$ cat src/rtl/doodle_physics_engine_if.sv
`default_nettype none
// ============================================================================
// Module   : doodle_physics_engine_if
// Brief    : Control and position bus between game logic and the physics engine.
// Revision : 1.0
// ============================================================================
interface doodle_physics_engine_if #(
    parameter int COORD_W = 16
) ();
    logic               physicsUpdate;
    logic               left;
    logic               right;
    logic               hasCollide;
    logic               spring;
    logic               restart;
    logic [COORD_W-1:0] doodleX;
    logic [COORD_W-1:0] doodleY;
    logic [1:0]         jumpState;
    logic               gameOver;
    logic [15:0]        landCount;

    modport master (
        output physicsUpdate, left, right, hasCollide, spring, restart,
        input  doodleX, doodleY, jumpState, gameOver, landCount
    );

    modport slave (
        input  physicsUpdate, left, right, hasCollide, spring, restart,
        output doodleX, doodleY, jumpState, gameOver, landCount
    );
endinterface
`default_nettype wire

$ cat src/rtl/doodle_physics_engine.sv
`default_nettype none
// ============================================================================
// Module   : doodle_physics_engine
// Brief    : Tick-driven doodle jump physics: rise/fall/landing, X wrap-around.
//            Optional spring jumps when DOODLE_SPRING_EN is defined.
// Revision : 1.0
// ============================================================================
module doodle_physics_engine #(
    parameter int SCREEN_WIDTH    = 400,
    parameter int SCREEN_HEIGHT   = 700,
    parameter int COORD_W         = 16,
    parameter int MAX_JUMP_HEIGHT = 80,
    parameter int H_STEP          = 2,
    parameter int V_STEP          = 1
) (
    input  wire logic              clk,
    input  wire logic              reset,
    doodle_physics_engine_if.slave bus
);
    typedef logic [COORD_W:0] wide_t;
    typedef enum logic [1:0] {
        RISE      = 2'd0,
        FALL      = 2'd1,
        GAME_OVER = 2'd2
    } state_t;

    localparam logic [COORD_W-1:0] c_x_init = COORD_W'(SCREEN_WIDTH / 2);
    localparam wide_t c_width = wide_t'(SCREEN_WIDTH);
    localparam wide_t c_top   = wide_t'(SCREEN_HEIGHT - 1);
    localparam wide_t c_jump  = wide_t'(MAX_JUMP_HEIGHT);
    localparam wide_t c_h     = wide_t'(H_STEP);
    localparam wide_t c_v     = wide_t'(V_STEP);

    state_t             state_q, state_d;
    logic [COORD_W-1:0] x_q, x_d, y_q, y_d, base_q, base_d;
    logic [15:0]        land_count_q, land_count_d;
    logic               spring_q, spring_d;

    wide_t x_w, y_w, y_up_w, y_dn_w, thr_raw_w, thr_w, x_next_w;

    assign x_w    = {1'b0, x_q};
    assign y_w    = {1'b0, y_q};
    assign y_up_w = y_w + c_v;
    assign y_dn_w = y_w - c_v;

`ifdef DOODLE_SPRING_EN
    assign thr_raw_w = {1'b0, base_q} + (spring_q ? (c_jump << 1) : c_jump);
`else
    // Spring input is accepted on the bus but has no effect in this build.
    logic unused_spring;
    assign unused_spring = bus.spring ^ spring_q;
    assign thr_raw_w     = {1'b0, base_q} + c_jump;
`endif
    assign thr_w = (thr_raw_w > c_top) ? c_top : thr_raw_w;

    always_comb begin
        x_next_w = x_w;
        if (bus.left && !bus.right) begin
            x_next_w = (x_w < c_h) ? (x_w + c_width - c_h) : (x_w - c_h);
        end else if (bus.right && !bus.left) begin
            x_next_w = ((x_w + c_h) >= c_width) ? (x_w + c_h - c_width) : (x_w + c_h);
        end
    end

    always_comb begin
        state_d      = state_q;
        x_d          = x_q;
        y_d          = y_q;
        base_d       = base_q;
        land_count_d = land_count_q;
        spring_d     = spring_q;
        if (state_q == GAME_OVER) begin
            if (bus.restart) begin
                state_d      = RISE;
                x_d          = c_x_init;
                y_d          = '0;
                base_d       = '0;
                land_count_d = '0;
                spring_d     = 1'b0;
            end
        end else if (bus.physicsUpdate) begin
            x_d = x_next_w[COORD_W-1:0];
            if (state_q == RISE) begin
                // Apex tick: hold Y and only turn around.
                if (y_w == thr_w) begin
                    state_d = FALL;
                end else if (y_up_w > thr_w) begin
                    y_d = thr_w[COORD_W-1:0];
                end else begin
                    y_d = y_up_w[COORD_W-1:0];
                end
            end else if (bus.hasCollide) begin
                state_d = RISE;
                base_d  = y_q;
                if (land_count_q != 16'hFFFF) begin
                    land_count_d = land_count_q + 16'd1;
                end
`ifdef DOODLE_SPRING_EN
                spring_d = bus.spring;
`endif
            end else if (y_w < c_v) begin
                y_d     = '0;
                state_d = GAME_OVER;
            end else begin
                y_d = y_dn_w[COORD_W-1:0];
            end
        end
    end

    always_ff @(posedge clk or negedge reset) begin
        if (!reset) begin
            state_q      <= RISE;
            x_q          <= c_x_init;
            y_q          <= '0;
            base_q       <= '0;
            land_count_q <= '0;
            spring_q     <= 1'b0;
        end else begin
            state_q      <= state_d;
            x_q          <= x_d;
            y_q          <= y_d;
            base_q       <= base_d;
            land_count_q <= land_count_d;
            spring_q     <= spring_d;
        end
    end

    assign bus.doodleX   = x_q;
    assign bus.doodleY   = y_q;
    assign bus.jumpState = state_q;
    assign bus.gameOver  = (state_q == GAME_OVER);
    assign bus.landCount = land_count_q;
endmodule
`default_nettype wire

$ cat src/flat_wrapper.sv
// flat-port wrapper written by rule: the top's interface ports become plain ports
module doodle_physics_engine_flat 
#(
    parameter int SCREEN_WIDTH    = 400,
    parameter int SCREEN_HEIGHT   = 700,
    parameter int COORD_W         = 16,
    parameter int MAX_JUMP_HEIGHT = 80,
    parameter int H_STEP          = 2,
    parameter int V_STEP          = 1
)
  (clk, reset, bus_physicsUpdate, bus_left, bus_right, bus_hasCollide, bus_spring, bus_restart, bus_doodleX, bus_doodleY, bus_jumpState, bus_gameOver, bus_landCount);
  doodle_physics_engine_if #(.COORD_W(COORD_W)) bus_i ();
  input  wire logic clk;
  input  wire logic reset;
  input wire logic [$bits(bus_i.physicsUpdate)-1:0] bus_physicsUpdate;
  input wire logic [$bits(bus_i.left)-1:0] bus_left;
  input wire logic [$bits(bus_i.right)-1:0] bus_right;
  input wire logic [$bits(bus_i.hasCollide)-1:0] bus_hasCollide;
  input wire logic [$bits(bus_i.spring)-1:0] bus_spring;
  input wire logic [$bits(bus_i.restart)-1:0] bus_restart;
  output wire logic [$bits(bus_i.doodleX)-1:0] bus_doodleX;
  output wire logic [$bits(bus_i.doodleY)-1:0] bus_doodleY;
  output wire logic [$bits(bus_i.jumpState)-1:0] bus_jumpState;
  output wire logic [$bits(bus_i.gameOver)-1:0] bus_gameOver;
  output wire logic [$bits(bus_i.landCount)-1:0] bus_landCount;
  assign bus_i.physicsUpdate = bus_physicsUpdate;
  assign bus_i.left = bus_left;
  assign bus_i.right = bus_right;
  assign bus_i.hasCollide = bus_hasCollide;
  assign bus_i.spring = bus_spring;
  assign bus_i.restart = bus_restart;
  assign bus_doodleX = bus_i.doodleX;
  assign bus_doodleY = bus_i.doodleY;
  assign bus_jumpState = bus_i.jumpState;
  assign bus_gameOver = bus_i.gameOver;
  assign bus_landCount = bus_i.landCount;
  doodle_physics_engine #(.SCREEN_WIDTH(SCREEN_WIDTH), .SCREEN_HEIGHT(SCREEN_HEIGHT), .COORD_W(COORD_W), .MAX_JUMP_HEIGHT(MAX_JUMP_HEIGHT), .H_STEP(H_STEP), .V_STEP(V_STEP)) u_core (.clk(clk), .reset(reset), .bus(bus_i));
endmodule
$ cat config.mk
export PLATFORM = sky130hd
export DESIGN_NAME = doodle_physics_engine_flat
export DESIGN_NICKNAME = d
export VERILOG_FILES = /design/src/rtl/doodle_physics_engine_if.sv /design/src/rtl/doodle_physics_engine.sv /design/src/flat_wrapper.sv
export SDC_FILE = /design/constraint.sdc
export NUM_CORES = 1
export LEC_CHECK = 0
export ABC_CLOCK_PERIOD_IN_PS = 8400
export BUFFER_PORTS_ARGS = -buffer_cell sky130_fd_sc_hd__buf_2
export CORE_MARGIN = 1
export CORE_UTILIZATION = 50
export CTS_BUF_LIST = sky130_fd_sc_hd__clkbuf_8
export DETAILED_ROUTE_END_ITERATION = 10
export PLACE_DENSITY = 0.69
export SLEW_MARGIN = 20
export SYNTH_ARGS = -nofsm -noshare
export SYNTH_HDL_FRONTEND = slang
export SYNTH_SLANG_ARGS = --single-unit
$ cat constraint.sdc
create_clock -name clk -period 8.4 [get_ports clk]
set_input_delay 1.68 -clock clk [delete_from_list [all_inputs] [get_ports clk]]
set_output_delay 1.68 -clock clk [all_outputs]
set_load 0.03 [all_outputs]
Word level (Yosys, flattened, before mapping). Index checks and enable logic that the tools add are counted.

Flip-flop bits (word level): 66. Bits of input ports: 8. Output and inout port bits: 51.

Add/sub/neg operators: 9. $lt $le $gt $ge: 5. Equal/unequal tests: 8. Multiplexer cells: 32. Reductions and logical operators: 15.

Operator list (count): 2-to-1 mux 16 bit (24); subtractor 16 x 2 -> 16 bit (second input constant) (2); adder 16 x 1 -> 17 bit (second input constant) (1); adder 16 x 2 -> 17 bit (second input constant) (1); adder 16 x 7 -> 17 bit (second input constant) (1); equality test 16 x 17 -> 1 bit (1); >= comparator 17 x 9 -> 1 bit (second input constant) (1); greater-than comparator 17 x 10 -> 1 bit (second input constant) (1); greater-than comparator 17 bit (1); 2-to-1 mux 17 bit (1); adder 16 x 1 -> 16 bit (second input constant) (1); adder 16 x 9 -> 16 bit (second input constant) (1); < comparator 16 x 1 -> 1 bit (second input constant) (1); < comparator 16 x 2 -> 1 bit (second input constant) (1); inequality test 16 bit (second input constant) (1); subtractor 16 x 1 -> 16 bit (second input constant) (1); subtractor 16 x 9 -> 16 bit (second input constant) (1); 2-to-1 mux 2 bit (7); AND reduction 4 bit (3); inequality test 3 bit (second input constant) (2); nonzero test 2 bit (3); AND reduction 5 bit (1); inequality test 2 bit (second input constant) (2); nonzero test 4 bit (1); other kinds (7) (9).

Longest topological paths before layout.
Depth in word-level cells: 9. Depth in mapped cells: 20. Gate-level depth less buffers: 18.

Worst setup path before layout. No wires, ideal clock.

Path kind: reg2reg. Start: register u_core.base_q[4]. End: register u_core.y_q[1], in the netlist u_core.bus.doodleY[1]. Arrival: 3.962 ns. Data required time: 8.275 ns. Setup slack: 4.314 ns. Cell stages (with the launch flop): 15. Clock period less this slack: 4.086 ns. Cell sequence: dfrtp_1 buf_6 inv_1 ha_1 or3b_2 o311ai_1 a21oi_1 o21a_2 and2_4 nand2b_1 ha_1 or3_1 a221o_1 o41ai_4 mux2_2.

Cells in the longest elaborated chain, start to end: 9.

RTL lines: from (decl) (line doodle_physics_engine.sv:35) `logic [COORD_W-1:0] x_q, x_d, y_q, y_d, base_q, base_d;`; from (signal assigned) (line doodle_physics_engine.sv:122) `base_q <= base_d;`; adder 16 x 7 -> 17 bit * (line doodle_physics_engine.sv:52) `assign thr_raw_w = {1'b0, base_q} + c_jump;`; greater-than comparator 17 x 10 -> 1 bit (line doodle_physics_engine.sv:54) `assign thr_w = (thr_raw_w > c_top) ? c_top : thr_raw_w;`; 2-to-1 mux 17 bit * (line doodle_physics_engine.sv:54); greater-than comparator 17 bit (line doodle_physics_engine.sv:87) `end else if (y_up_w > thr_w) begin`; 2-to-1 mux 16 bit (line doodle_physics_engine.sv:87); 2-to-1 mux 16 bit (line doodle_physics_engine.sv:85) `if (y_w == thr_w) begin`; 2-to-1 mux 16 bit (line doodle_physics_engine.sv:83) `if (state_q == RISE) begin`; 2-to-1 mux 16 bit (line doodle_physics_engine.sv:81) `end else if (bus.physicsUpdate) begin`; 2-to-1 mux 16 bit (line doodle_physics_engine.sv:72) `if (state_q == GAME_OVER) begin`; to (signal assigned) (line doodle_physics_engine.sv:121) `y_q <= y_d;`; to (decl) (line doodle_physics_engine.sv:35).

Mark *: on every way between the ends. The rest lies on a longest branch, timed or not. The select of a mux whose other input is x is not followed. A chain may end at the register's enable or synchronous reset.

Final worst setup path. Ends and elaborated chain as after synthesis.

==> flow_metrics.tcl <==
set metrics [dict create \
    synth_top_cells_by_count "nand2_1, dfrtp_1, o21ai_0" \
    first_pass_iters 5 \
    grt_max_degree 66 \
    gr-total-overflow 0 \
    design_area_sq_um 6133 \
    rows 38 \
    yosysTopAreaCell "dfrtp_1" \
    drive_above_1_share_pct 13.40 \
    cp-end-kind "flip-flop" \
    hpwl_mm 11.38 \
    detail-route-antenna-nets 0 \
    path_cells "inv_1 -> ha_1 -> or3b_2 -> o311ai_1 -> a21oi_1 -> o21a_2 -> and2_4 -> nand2b_1 -> ha_1 -> or3_1 -> a221o_1 -> o41ai_4 -> mux2_2" \
    crit_arrival_ps 5230 \
    ys_ff_latch 65 \
    drv_slew 0 \
    die_y_microns 108.3 \
    min_path_type "flip-flop to flip-flop" \
    numClockSinks 65 \
    max_freq_mhz 200.7 \
    critPathLaunchType "flip-flop" \
    drt_iter0_drc 425 \
    fin_ws_ps 3418 \
    crit_family "compound AO/OA/AOI/OAI gates" \
    ctsHoldBuffers 0 \
    synthSimpleGateAreaFrac_pct 27.28 \
    port_buffers 56 \
    initial_core_util_pct 51.70 \
    synthXorXnorAreaFrac_pct 7.745 \
    cts_max_level 3 \
    synth_ff_type "dfrtp_1" \
    nets 790 \
    cts_made_buffers 9 \
    synth-compound-area-share_pct 23.37 \
    grt_antenna_before_repair 1 \
    finalSetupViolCount 0 \
    gp_congestion 0.9356 \
    grtUsageTotal_pct 28.00 \
    p_per_area_nw_per_um2 347.1 \
    synth_edf_count 0 \
    crit_fanout 19 \
    ys_async_sr_fraction_pct 100.0 \
    die_area_sq_um 11740 \
    synth_top_family_by_area "simple AND/OR/NAND/NOR gates" \
    tns_ps 0 \
    place_ws_ps 3455 \
    hold_viol 0 \
    io_pins 59 \
    vias_per_cell 6.309 \
    drc 0 \
    ff2ff_setup_slack_ps 3420 \
    cts_setup_buffers 0 \
    fill_cells 1053 \
    dpl.cell_count 885 \
    wl_per_cell_microns 17.46 \
    p_leak_nw 2.653 \
    status "finished clean" \
    clock_path_buffers 2 \
    routed_wl_mm 15.75 \
    grt_pass1_vias 5351 \
    synthTopCellsByArea "dfrtp_1, nand2_1, ha_1, o21ai_0, xnor2_1" \
    clk-insertion-delay-late_ps 360 \
    critical-path-slowest-cell "o41ai_4" \
    slew_headroom_pct 28.09 \
    synthMuxAreaShare_pct 1.461 \
    period_needed_ps 4982 \
    cap_violations 0 \
    syn_area_per_cell_sq_um 7.735 \
    synth.top_cell.area_share_pct 27.44 \
    crit_top_cell "ha_1" \
    tightestPinTransition_ps 1072 \
    peakVddDrop_v 0.0002033 \
    syn_inst 731 \
    cts_resized 0 \
    clock-root-buffer "clkbuf_8" \
    grt_pass1_wl_mm 25.96 \
    fp.dieW_microns 108.3 \
    dpl_cell_area_sq_um 5929 \
    finalCritPeriodShare_pct 59.30 \
    synthMostInstantiatedCell "nand2_1" \
    critical-path-max-stage-delay_ps 970 \
    cts_tree "done" \
    synth.yosys.seq_area_share_pct 28.83 \
    crit_type "flip-flop to flip-flop" \
    areaGrowthSynthToFinish_pct 8.475 \
    stdcell_count 902 \
    clock_skew_ps 18.75 \
    required_ps 8650 \
    design.core.area_sq_um 10940 \
    crit_buf_inv 1 \
    ys_types 81 \
    yosys_warnings 0 \
    post-route-util_pct 56.09 \
    synth_fa_ha_area_share_pct 5.753 \
    rsz0062_at_grt "no" \
    path_clk_slew_ps 80 \
    vias 5691 \
    netlist_area_sq_um 5654 \
]
report_power, final:
part           switching, mW  internal [mW]  leakage, nW
Combinational          0.753          0.473         1.69
Sequential             0.217          0.404        0.860
Clock                  0.143          0.140        0.100
cells in the final DEF (no fill, tap or decap), types with 4 or more instances in the layout:
| cell type | instances |
|---|---|
| inv_1 | 19 |
| o211ai_1 | 6 |
| a21oi_1 | 30 |
| a211oi_1 | 4 |
| nor4_1 | 8 |
| mux2i_1 | 6 |
| nand2b_1 | 4 |
| xnor2_1 | 30 |
| or3_1 | 12 |
| o221ai_1 | 5 |
| nand3_1 | 36 |
| or4_1 | 7 |
| xor2_1 | 20 |
| a311oi_1 | 4 |
| a21o_1 | 8 |
| o22ai_1 | 9 |
| a31oi_1 | 13 |
| or2_2 | 4 |
| nand4_1 | 15 |
| o31ai_1 | 16 |
| nor3_1 | 25 |
| and2_1 | 5 |
| ha_1 | 26 |
| o21a_1 | 6 |
| dfrtp_1 | 62 |
| and3_1 | 16 |
| conb_1 | 8 |
| clkbuf_8 | 9 |
| nor2_1 | 57 |
| buf_2 | 56 |
| nand2_1 | 98 |
| o21ai_0 | 58 |
routing by layer:
metal  track usage, %  vias to the layer above  wire [microns]
met5                0                        -               0
met2            48.82                      185            7804
met1            34.16                     2744            6761
li1                 -                     2728               -
met4            10.91                        0             380
met3            5.003                       34             807
worst reg2reg max path: stages (launching register included):
cell      delay (ps)
dfrtp_1          530
inv_1            150
ha_1             380
or3b_2           450
o311ai_1         310
a21oi_1          110
o21a_2           270
and2_4           190
nand2b_1         130
ha_1             270
or3_1            390
a221o_1          320
o41ai_4          970
mux2_2           420
per-stage QoR:
step	hold WS, ps	power (mW)
final	502.4	2.129
after global routing	551.3	2.296
after CTS	512.6	2.118
after detailed placement	487.0	1.832
after global placement	489.4	1.803
after floorplan	449.9	1.541
worst paths after layout:
kind | start | end | cells after the start
setup / recovery | u_core.base_q[4]$_DFFE_PN0P_ | u_core.bus.doodleY[1]$_DFFE_PN0P_ | 13
hold / removal | u_core.base_q[15]$_DFFE_PN0P_ | u_core.base_q[15]$_DFFE_PN0P_ | 2
setup reg to reg | u_core.base_q[4]$_DFFE_PN0P_ | u_core.bus.doodleY[1]$_DFFE_PN0P_ | 13
max in group asynchronous | reset | u_core.base_q[6]$_DFFE_PN0P_ | 2
hold reg to reg | u_core.base_q[15]$_DFFE_PN0P_ | u_core.base_q[15]$_DFFE_PN0P_ | 2
min in group asynchronous | reset | u_core.bus.doodleY[0]$_DFFE_PN0P_ | 2
registers in the layout (all words and copies together), names as in the netlist:
register,cells
u_core.bus.doodleY,16
u_core.bus.landCount,16
u_core.bus.doodleX,15
u_core.bus.jumpState,2
u_core.base_q,16
layout make-up:
class	count	area [sq um]	area share, %
clock inverter	7	77.57	1.265
sequential	65	1630	26.58
tap	140	175.2	2.856
antenna	1	2.502	0.04080
multi-input combinational	601	3746	61.08
clock buffer	9	123.9	2.020
inverter	20	75.07	1.224
timing repair buffer	59	302.8	4.937
cells by family after synthesis:
logic type	count (synthesis)
buffers and inverters	71
AO/OA/AOI/OAI	198
multiplexers	8
AND/OR/NAND/NOR	311
XOR/XNOR	50
other	2
flip-flops	65
adder cells (fa/ha/maj)	26
No activity file was read; power rests on OpenSTA's default activity.
